### config.mk
export PLATFORM = sky130hd
export DESIGN_NAME = dff_bank_arbiter
export DESIGN_NICKNAME = d
export VERILOG_FILES = /design/src/rtl/dff_bank_pkg.sv /design/src/rtl/dff_bank_arbiter_rr_pick.sv /design/src/rtl/dff_bank_arbiter.sv
export SDC_FILE = /design/constraint.sdc
export NUM_CORES = 1
export LEC_CHECK = 0
export ABC_AREA = 0
export CAP_MARGIN = 20
export CORE_MARGIN = 3
export CORE_UTILIZATION = 49
export CTS_CLUSTER_DIAMETER = 30
export DETAILED_ROUTE_END_ITERATION = 10
export GPL_ROUTABILITY_DRIVEN = 0
export PLACE_DENSITY = 0.85
export SYNTH_ARGS = -nofsm -noshare
export SYNTH_HDL_FRONTEND = slang
export SYNTH_SLANG_ARGS = --single-unit
### constraint.sdc
create_clock -name clk -period 1.93 [get_ports clk]
set_input_delay 0.4825 -clock clk [delete_from_list [all_inputs] [get_ports clk]]
set_output_delay 0.4825 -clock clk [all_outputs]
set_load 0.03 [all_outputs]
### src/rtl/dff_bank_pkg.sv
// Shared types and defaults for the arbitrated D flip-flop register bank.
// Contents: FSM state encoding, default parameter values and the bank reset value.
package dff_bank_pkg;

  // Write-handshake controller states
  typedef enum logic [1:0] {
    IDLE   = 2'd0,
    GRANT  = 2'd1,
    COMMIT = 2'd2
  } state_e;

  localparam int unsigned DW_DEF   = 8;
  localparam int unsigned NREG_DEF = 4;
  localparam int unsigned NREQ_DEF = 4;

  // Reset value of every bank bit, replicated to the data width at use
  localparam logic RST_VAL = 1'b0;

endpackage

### src/rtl/dff_bank_arbiter_rr_pick.sv
// rr_pick: combinational rotating-priority encoder.
// Ports:
//   req  [NREQ]  pending request vector
//   ptr  [IW]    index holding highest priority this cycle
//   any          at least one request pending
//   idx  [IW]    first set bit at or above ptr, wrapping modulo NREQ
module rr_pick #(
  parameter  int unsigned NREQ = 4,
  localparam int unsigned IW   = $clog2(NREQ)
) (
  input  logic [NREQ-1:0] req,
  input  logic [IW-1:0]   ptr,
  output logic            any,
  output logic [IW-1:0]   idx
);

  logic [IW-1:0] j;

  // Walk offsets from farthest to nearest so the nearest set bit to ptr wins
  always_comb begin
    any = |req;
    idx = '0;
    j   = '0;
    for (int k = int'(NREQ) - 1; k >= 0; k--) begin
      j = IW'((32'(ptr) + 32'(k)) % NREQ);
      if (req[j]) idx = j;
    end
  end

endmodule

### src/rtl/dff_bank_arbiter.sv
// dff_bank_arbiter: NREQ write requesters share a bank of NREG registers.
// A round-robin pick selects one requester in IDLE; GRANT strobes its ready bit
// and captures its address/data; COMMIT writes the bank. One write per 3 cycles.
// Build option: define DFF_ARB_FIXED_PRIO_EN for fixed lowest-index-wins priority
// (no rotating pointer); handshake, latency and bank are unchanged.
// Ports:
//   clk, rst        clock, synchronous active-high reset
//   req_valid[NREQ] per-requester write request
//   req_addr        packed addresses, requester i at [i*AW +: AW]
//   req_data        packed data, requester i at [i*DW +: DW]
//   req_ready[NREQ] registered one-hot accept strobe (high during GRANT)
//   rd_addr/rd_data combinational read port
//   grant_id        current/last granted requester (registered)
//   busy            high in GRANT and COMMIT (registered)
module dff_bank_arbiter
  import dff_bank_pkg::*;
#(
  parameter  int unsigned NREQ = NREQ_DEF,
  parameter  int unsigned DW   = DW_DEF,
  parameter  int unsigned NREG = NREG_DEF,
  localparam int unsigned AW   = $clog2(NREG),
  localparam int unsigned IW   = $clog2(NREQ)
) (
  input  logic              clk,
  input  logic              rst,
  input  logic [NREQ-1:0]   req_valid,
  input  logic [NREQ*AW-1:0] req_addr,
  input  logic [NREQ*DW-1:0] req_data,
  output logic [NREQ-1:0]   req_ready,
  input  logic [AW-1:0]     rd_addr,
  output logic [DW-1:0]     rd_data,
  output logic [IW-1:0]     grant_id,
  output logic              busy
);

  state_e         state_q, state_d;
  logic [IW-1:0]  grant_q, grant_d;
  logic [NREQ-1:0] ready_q, ready_d;
  logic           busy_q, busy_d;
  logic [AW-1:0]  wr_addr_q, wr_addr_d;
  logic [DW-1:0]  wr_data_q, wr_data_d;
  logic           commit_c;
  logic [DW-1:0]  bank_q [NREG];

  logic [AW-1:0]  addr_arr [NREQ];
  logic [DW-1:0]  data_arr [NREQ];
  logic           pick_any;
  logic [IW-1:0]  pick_idx;
  logic [IW-1:0]  ptr_c;

  // Unpack the requester buses for indexed selection by grant_q
  for (genvar g = 0; g < NREQ; g++) begin : g_unpack
    assign addr_arr[g] = req_addr[g*AW +: AW];
    assign data_arr[g] = req_data[g*DW +: DW];
  end

`ifdef DFF_ARB_FIXED_PRIO_EN
  // Fixed priority: scan always starts at requester 0
  assign ptr_c = '0;
`else
  logic [IW-1:0] rr_ptr_q, rr_ptr_d;

  // Pointer advances past the winner only when its write commits
  always_comb begin
    rr_ptr_d = rr_ptr_q;
    if (state_q == COMMIT) begin
      rr_ptr_d = (grant_q == IW'(NREQ - 1)) ? '0 : grant_q + IW'(1);
    end
  end

  always_ff @(posedge clk) begin
    if (rst) rr_ptr_q <= '0;
    else     rr_ptr_q <= rr_ptr_d;
  end

  assign ptr_c = rr_ptr_q;
`endif

  rr_pick #(
    .NREQ (NREQ)
  ) u_pick (
    .req (req_valid),
    .ptr (ptr_c),
    .any (pick_any),
    .idx (pick_idx)
  );

  // State and registered outputs
  always_ff @(posedge clk) begin
    if (rst) begin
      state_q   <= IDLE;
      grant_q   <= '0;
      ready_q   <= '0;
      busy_q    <= 1'b0;
      wr_addr_q <= '0;
      wr_data_q <= '0;
    end else begin
      state_q   <= state_d;
      grant_q   <= grant_d;
      ready_q   <= ready_d;
      busy_q    <= busy_d;
      wr_addr_q <= wr_addr_d;
      wr_data_q <= wr_data_d;
    end
  end

  // Next-state logic
  always_comb begin
    state_d = state_q;
    case (state_q)
      IDLE:    if (pick_any) state_d = GRANT;
      GRANT:   state_d = req_valid[grant_q] ? COMMIT : IDLE;
      COMMIT:  state_d = IDLE;
      default: state_d = IDLE;
    endcase
  end

  // Output / datapath next values; ready is set on entry so it is high during GRANT
  always_comb begin
    ready_d   = '0;
    busy_d    = (state_d != IDLE);
    grant_d   = grant_q;
    wr_addr_d = wr_addr_q;
    wr_data_d = wr_data_q;
    commit_c  = 1'b0;
    case (state_q)
      IDLE: begin
        if (pick_any) begin
          grant_d = pick_idx;
          ready_d = NREQ'(1) << pick_idx;
        end
      end
      GRANT: begin
        if (req_valid[grant_q]) begin
          wr_addr_d = addr_arr[grant_q];
          wr_data_d = data_arr[grant_q];
        end
      end
      COMMIT:  commit_c = 1'b1;
      default: ;
    endcase
  end

  // Register bank; reset wins over a pending commit
  always_ff @(posedge clk) begin
    if (rst) begin
      for (int i = 0; i < int'(NREG); i++) bank_q[i] <= {DW{RST_VAL}};
    end else if (commit_c) begin
      bank_q[wr_addr_q] <= wr_data_q;
    end
  end

  assign rd_data   = bank_q[rd_addr];
  assign req_ready = ready_q;
  assign grant_id  = grant_q;
  assign busy      = busy_q;

endmodule

==> results of run 1 <==
==> worst register-to-register path: cells and delay by family, from the launching register on <==
family	cells	cell delay, ns
simple gates	3	0.97
flops	1	0.35
==> registers in the layout, indices dropped and copies added (netlist names) <==
name       count
bank_q        32
wr_addr_q      2
busy           1
req_ready      4
ptr_c          2
grant_id       2
state_q        2
wr_data_q      8
==> metal layers <==
layer | share of wire (%) | vias to the layer above | global-route usage [%]
met5 | 0 | - | 0
met4 | 1.2 | 0 | 5.77
met3 | 6.0 | 6 | 4.36
met2 | 54 | 59 | 33.3
met1 | 39 | 820 | 22.1
li1 | - | 835 | -
==> power groups by stage <==
stage          registers (µW)  logic [µW]  clock network (µW)
3_3_place_gp             1310         451                   0
2_1_floorplan            1320         241                   0
4_1_cts                  1290         462                 763
3_5_place_dp             1320         466                   0
5_1_grt                  1300         491                 801
6_report                 1290         458                 743
==> what timing repair did <==
action	in CTS	in global routing
endpoints found under the setup margin	8	0
resized for setup	47	0
buffers inserted	0	0
==> logic make-up after synthesis <==
group                      share of synthesized area [%]
DFF                                                 54.2
buffers and inverters                               2.90
muxes                                               21.4
AOI/OAI and AO/OA                                   3.54
adders and majority gates                          0.491
and+or+nand+nor                                     17.4
==> final timing paths <==
path	cells after the start	slack, ns	to	startpoint
setup / recovery	4	0.06	rd_data[4]	rd_addr[0]
hold / removal	2	0.54	ptr_c[0]$_SDFFE_PP0N_	ptr_c[0]$_SDFFE_PP0N_
setup reg to reg	3	0.30	bank_q[1][1]$_SDFFCE_PN0P_	state_q[0]$_SDFF_PP0_
hold reg to reg	2	0.54	ptr_c[0]$_SDFFE_PP0N_	ptr_c[0]$_SDFFE_PP0N_
==> area by class of cell <==
cell class              instances  area, µm²
inverters                       2       7.51
clock buffers                   5       68.8
well taps                      67       83.8
clock inverters                 3       46.3
fillers                       365       1430
repair buffers                 79        771
flip-flops and latches         53       1380
multi-input cells             118       1090
==> through the flow <==
stage	hold slack [ns]	instance area [µm²]	setup slack, ns	utilization [%]
after floorplan	0.481	2550	0.101	-
after global placement	0.511	3360	-0.805	68.8
after detailed placement	0.519	3360	-0.805	68.8
after CTS	0.538	3450	0.0502	70.7
after global routing	0.576	3450	0.0110	70.7
final	0.537	3450	0.0592	70.7
==> cells in the mapped netlist (2+ instances only) <==
master	instances
nand2_1	3
and3_1	2
nand2b_1	2
inv_1	2
clkbuf_1	4
nor2_1	16
edfxtp_1	32
a21oi_1	6
dfxtp_1	21
mux4_2	18
buf_2	5
buf_6	2
and2_1	32
nor4_1	3
or2_2	3
nor4b_4	2
mux2i_1	14
nor3_1	3
==> run metrics, run 1 <==
critical path class=in2out; # DRC=0; CP bufs+invs=3; cell area after synthesis=2550 µm²; final cycle utilization of the critical path=96.9%; vias in the first global route=1,861; Final min period=1.87 ns; Avg Cell Area, Syn=13.8 µm²; worst slew pin tran=0.485 ns; Synth Instances=185; RSZ-0062 raised after global routing=false; routed len/inst=15.7 µm; Detailed Place HPWL=4140 µm; asr flop ratio synth=0%; Core Box Area=4880 µm²; status=finished clean; clock-pin slew on the worst setup and hold paths=0.09 ns; clk sinks=53; critical path's slowest cell=mux4_2; Slew Limit Headroom=67.7%; register area share after synthesis=54.2%; crit path launch type=primary input; commonest non-fill, non-tap cell in the layout=clkdlybuf4s50_1; Initial Utilization=52.2%; antenna cells=0; WL final=5120 µm; via count=1,720; Routed Antenna Nets=0; Overflow after GRT=0; most frequent cells in the layout=clkdlybuf4s50_1, and2_1, edfxtp_1, dfxtp_1, mux4_2; Ys Warns=0; clock power share=29.8%; number of flops mapped to enable cells by yosys=32; Worst Path Arrival=1.39 ns; port bufs=62; CTS H-tree depth=2; Die X=78.1 µm; slowest stage delay, CP=0.51 ns; PwrDens=722 nW/µm²; Peak supply drop=0.434 mV; Root Driver=clkbuf_8; die area=6100 µm²; Top FF cell, synth=edfxtp_1; TritonCTS clock tree=done; sequential share of power=51.8%; first-pass GRT wire length=8850 µm; switching pwr=589 µW; Top delay family on crit path=multiplexers; combinational share of power=18.4%; Hold Crit Class=reg2reg; Final #Nets=308; critical-path cell list=buf_2, buf_12, mux4_2, buf_6; Cell Int Power=1900 µW; latest clock arrival within the worst-skew pair=0.31 ns; CTS Buffer Depth=2; main area contributors after synthesis=edfxtp_1, dfxtp_1, mux4_2; endpoint class of the critical path=output port; cts bufs inserted=5; Yosys reg bits=53; Leak=0.00127 µW; CP max FO=8; fmax=535 MHz; Global Route Usage Sum=18.6%; Final Non-Filler Cells=327; Die Y=78.1 µm; row cnt=25; Synth Net Count=234; Overall Power=2490 µW; Worst Path Required=1.45 ns; placed cells=319; cts hold-fix bufs=0; Max Slew Vio Count=0; Switching Fraction=23.7%; drt via density=5.26; final setup TNS=0 ns; Yosys cell types=33; Worst Skew=0.00731 ns; layout cell share with drive strength beyond 1=23.8%; post-synth top area share=37.7%; MaxCap Viol Count=0; 1st-iter DRT viols=92; # setup viols final=0; Synth area leader=edfxtp_1; TritonRoute pass-1 iters=4; pin count of the biggest net entering global routing=18; number of I/O pins=63; Synth-to-Final Area Change=35.5%; Final Hold Viols=0; initial antenna violation count=0
No activity file was read; power rests on OpenSTA's default activity.
==> run 2, diff against run 1 <==
Settings changed: CORE_UTILIZATION 49 to 40, PLACE_DENSITY 0.85 to 0.73.
==> run metrics, run 2 (synthesis results as in run 1) <==
fillers=489; Hold Path Depth=2; Max Slew Vio Count=0; Final Hold Viols=0; CTS H-tree depth=2; vias in the first global route=1,887; Worst Skew=0.00834 ns; Routed Antenna Nets=0; endpoint class of the critical path=output port; CP max FO=8; Global Route Usage Sum=16.0%; critical path's slowest cell=mux4_2; Final min period=1.87 ns; worst slew pin tran=0.445 ns; cts bufs inserted=5; # DRC=0; Leak=0.00129 µW; PwrDens=721 nW/µm²; critical-path cell list=buf_2, buf_12, mux4_2, buf_4; drt via density=5.13; Overall Power=2510 µW; area post-placement=3380 µm²; Hold Crit Class=reg2reg; TritonCTS clock tree=done; 1st-iter DRT viols=81; TritonRoute pass-1 iters=4; Slew Limit Headroom=70.3%; Worst Path Arrival=1.39 ns; Core Box Area=6060 µm²; clk sinks=53; critical path class=in2out; Peak supply drop=0.406 mV; pin count of the biggest net entering global routing=18; WL final=5250 µm; worst r2r path cells=3; final cycle utilization of the critical path=97.0%; Root Driver=clkbuf_8; CP bufs+invs=3; Die Y=85.8 µm; max reg flops=32; RSZ-0062 raised after global routing=false; most frequent cells in the layout=clkdlybuf4s50_1, and2_1, edfxtp_1, dfxtp_1, mux4_2; Initial Utilization=42.0%; Final #Nets=309; number of I/O pins=63; crit path launch type=primary input; Overflow after GRT=0; final std cell area, no fill=3480 µm²; first-pass GRT wire length=9110 µm; die area=7360 µm²; MaxCap Viol Count=0; slowest stage delay, CP=0.49 ns; Top delay family on crit path=multiplexers; initial antenna violation count=0; # setup viols final=0; latest clock arrival within the worst-skew pair=0.31 ns; status=finished clean; Worst Path Required=1.45 ns; row cnt=28; port bufs=62; Detailed Place HPWL=3990 µm; WP depth=4; routed len/inst=15.6 µm; Synth-to-Final Area Change=36.8%; via count=1,722; Biggest register=bank_q; clock-pin slew on the worst setup and hold paths=0.09 ns; Die X=85.8 µm; antenna cells=0; commonest non-fill, non-tap cell in the layout=clkdlybuf4s50_1; fmax=534 MHz; CTS Buffer Depth=2; layout cell share with drive strength beyond 1=24.1%
run 2: per-layer routing:
metal	vias up	track usage [%]	part of all wire [%]	routed length, µm
met2	54	28.2	52	2730
met4	0	5.32	1.3	67
met3	8	2.88	5.6	294
met1	821	19.8	41	2150
met5	-	0	0	0
li1	839	-	-	-
run 2: report_power, final:
part	leakage (µW)	internal, µW	switching (µW)
registers	0.000502	1250	38.5
logic	0.000728	270	195
clock network	0.0000585	389	369
run 2: through the flow:
| step | std cells | setup TNS, ns | setup slack, ns | utilization, % | hold slack [ns] |
|---|---|---|---|---|---|
| 2_1_floorplan | 185 | 0 | 0.101 | - | 0.481 |
| 4_1_cts | 336 | 0 | 0.0434 | 57.5 | 0.539 |
| 3_5_place_dp | 328 | -6.39 | -0.820 | 55.8 | 0.523 |
| 3_3_place_gp | 328 | -5.89 | -0.808 | 55.8 | 0.508 |
| 5_1_grt | 336 | 0 | 0.0182 | 57.5 | 0.584 |
| 6_report | 336 | 0 | 0.0574 | 57.5 | 0.540 |
run 2: worst register-to-register path: cells and delay by family (launching register included):
kind / cells / cell delay (ns)
AND/OR/NAND/NOR: 3 / 0.96
flip-flops: 1 / 0.35
run 2: path summary, 6_finish.rpt:
kind                         startpoint                         end  slack [ns]
hold / removal    ptr_c[0]$_SDFFE_PP0N_       ptr_c[0]$_SDFFE_PP0N_        0.54
hold reg to reg   ptr_c[0]$_SDFFE_PP0N_       ptr_c[0]$_SDFFE_PP0N_        0.54
setup reg to reg  state_q[0]$_SDFF_PP0_  bank_q[1][2]$_SDFFCE_PN0P_        0.32
setup / recovery             rd_addr[0]                  rd_data[6]        0.06
run 2: area by class of cell:
type,instances,area [µm²],area share [%]
Clock inverter,3,43.8,1.26
Sequential cell,53,1380,39.6
Timing Repair Buffer,80,797,22.9
Clock buffer,5,68.8,1.97
Tap cell,75,93.8,2.69
Inverter,2,7.51,0.215
Multi-Input combinational cell,118,1090,31.3
run 2: what timing repair did:
action / 4_1_cts / 5_1_grt
setup buffers: 0 / 0
resized for setup: 43 / 0
hold buffers: 0 / 0
setup endpoints to repair: 8 / 0
hold endpoints to repair: 0 / 0
==> run 3, diff against run 2 <==
Settings changed: CAP_MARGIN 20 to unset, CORE_UTILIZATION 40 to 49, PLACE_DENSITY 0.73 to unset, PLACE_DENSITY_LB_ADDON set to 0.1.
==> run metrics, run 3 (synthesis results as in run 1) <==
worst slew pin tran=0.494 ns; Peak supply drop=0.396 mV; Max Slew Vio Count=0; Core Box Area=4880 µm²; Leak=0.00127 µW; Initial Utilization=52.2%; antenna cells=0; Routed Antenna Nets=0; Worst Path Required=1.45 ns; pin count of the biggest net entering global routing=20; PwrDens=691 nW/µm²; placed cells=320; cts bufs inserted=5; TritonRoute pass-1 iters=4; # setup viols final=0; # DRC=0; Slew Limit Headroom=67.0%; # Post-CTS Setup Buffers=0; Worst Skew=0.00538 ns; critical path class=in2out; MaxCap Viol Count=0; combinational share of power=20.0%; 1st-iter DRT viols=108; commonest non-fill, non-tap cell in the layout=clkdlybuf4s50_1; number of I/O pins=63; drt via density=5.43; via count=1,781; Overflow after GRT=0; endpoint class of the critical path=output port; layout cell share with drive strength beyond 1=24.1%; TritonCTS clock tree=done; row cnt=25; status=finished clean; final cycle utilization of the critical path=97.7%; most frequent cells in the layout=clkdlybuf4s50_1, and2_1, edfxtp_1, dfxtp_1, mux4_2; Die Y=78.1 µm; Global Route Usage Sum=20.4%; clk sinks=53; WL final=5760 µm; max reg flops=32; first-pass GRT wire length=9600 µm; switching pwr=611 µW; clock power share=26.2%; Final Non-Filler Cells=328; CTS H-tree depth=2; crit path launch type=primary input; Worst Path Arrival=1.40 ns; vias in the first global route=1,941; Final min period=1.89 ns; fmax=530 MHz; sequential share of power=53.9%; Hold Crit Class=reg2reg; RSZ-0062 raised after global routing=false; routed len/inst=17.6 µm; initial antenna violation count=0; final std cell area, no fill=3450 µm²; area post-placement=3360 µm²; Switching Fraction=25.6%; cts hold-fix bufs=0; Die X=78.1 µm; clock-pin slew on the worst setup and hold paths=0.09 ns; Detailed Place HPWL=4240 µm; Root Driver=clkbuf_8; Cell Int Power=1770 µW; CP max FO=8; Final Hold Viols=0; Biggest register=bank_q; latest clock arrival within the worst-skew pair=0.30 ns; Synth-to-Final Area Change=35.5%; port bufs=62; die area=6100 µm²; Final #Nets=309; CTS Buffer Depth=2
-- run 3: changes by cell type in the layout (fill, tap and decap cells not counted) --
cell	change
buf_12	-1
buf_2	-1
inv_6	-1
buf_6	+2
clkinvlp_4	+3
clkinv_2	-1
bufinv_16	-1
-- run 3: layer usage --
metal	routed length [µm]	up-vias	GRT usage, %
li1	-	836	-
met4	168	0	7.52
met1	2210	865	25.1
met3	290	16	3.78
met2	3090	64	35.9
met5	0	-	0
-- run 3: worst max-delay path, cell delays in order --
cell and delay (ns):
buf_2 0.10, buf_12 0.14, mux4_2 0.52, buf_6 0.16
-- run 3: final timing paths --
check	from	end	slack (ns)	depth (start not counted)
worst min-delay path	wr_data_q[0]$_SDFFE_PP0P_	wr_data_q[0]$_SDFFE_PP0P_	0.55	2
worst min register to register	wr_data_q[0]$_SDFFE_PP0P_	wr_data_q[0]$_SDFFE_PP0P_	0.55	2
worst max register to register	state_q[0]$_SDFF_PP0_	bank_q[2][1]$_SDFFCE_PN0P_	0.29	3
worst max-delay path	rd_addr[0]	rd_data[3]	0.04	4
-- run 3: through the flow --
step	TNS (ns)	power [µW]	worst slack (ns)	hold WS, ns	utilization [%]
3_5_place_dp	-7.02	1790	-0.809	0.542	68.9
5_1_grt	0	2480	0.00133	0.584	70.7
6_report	0	2380	0.0448	0.554	70.7
2_1_floorplan	0	1560	0.101	0.481	-
3_3_place_gp	-6.07	1770	-0.809	0.521	68.9
4_1_cts	0	2390	0.0389	0.560	70.5
-- run 3: power groups by stage --
stage	Clock (µW)	Sequential [µW]	Combinational [µW]
2_1_floorplan	0	1320	241
3_3_place_gp	0	1310	464
3_5_place_dp	0	1310	478
4_1_cts	624	1280	477
5_1_grt	675	1290	512
6_report	624	1280	476
-- run 3: final cells by class --
class	count	area [µm²]
fill	344	1430
sequential	53	1380
multi-input combinational	118	1090
timing repair buffer	80	795
tap	67	83.8
clock buffer	5	68.8
clock inverter	3	22.5
inverter	2	7.51
-- run 3: repair_timing --
item                       CTS  global route
setup endpoints to repair    8             3
resized for setup           49             4
pin swaps                    0             0
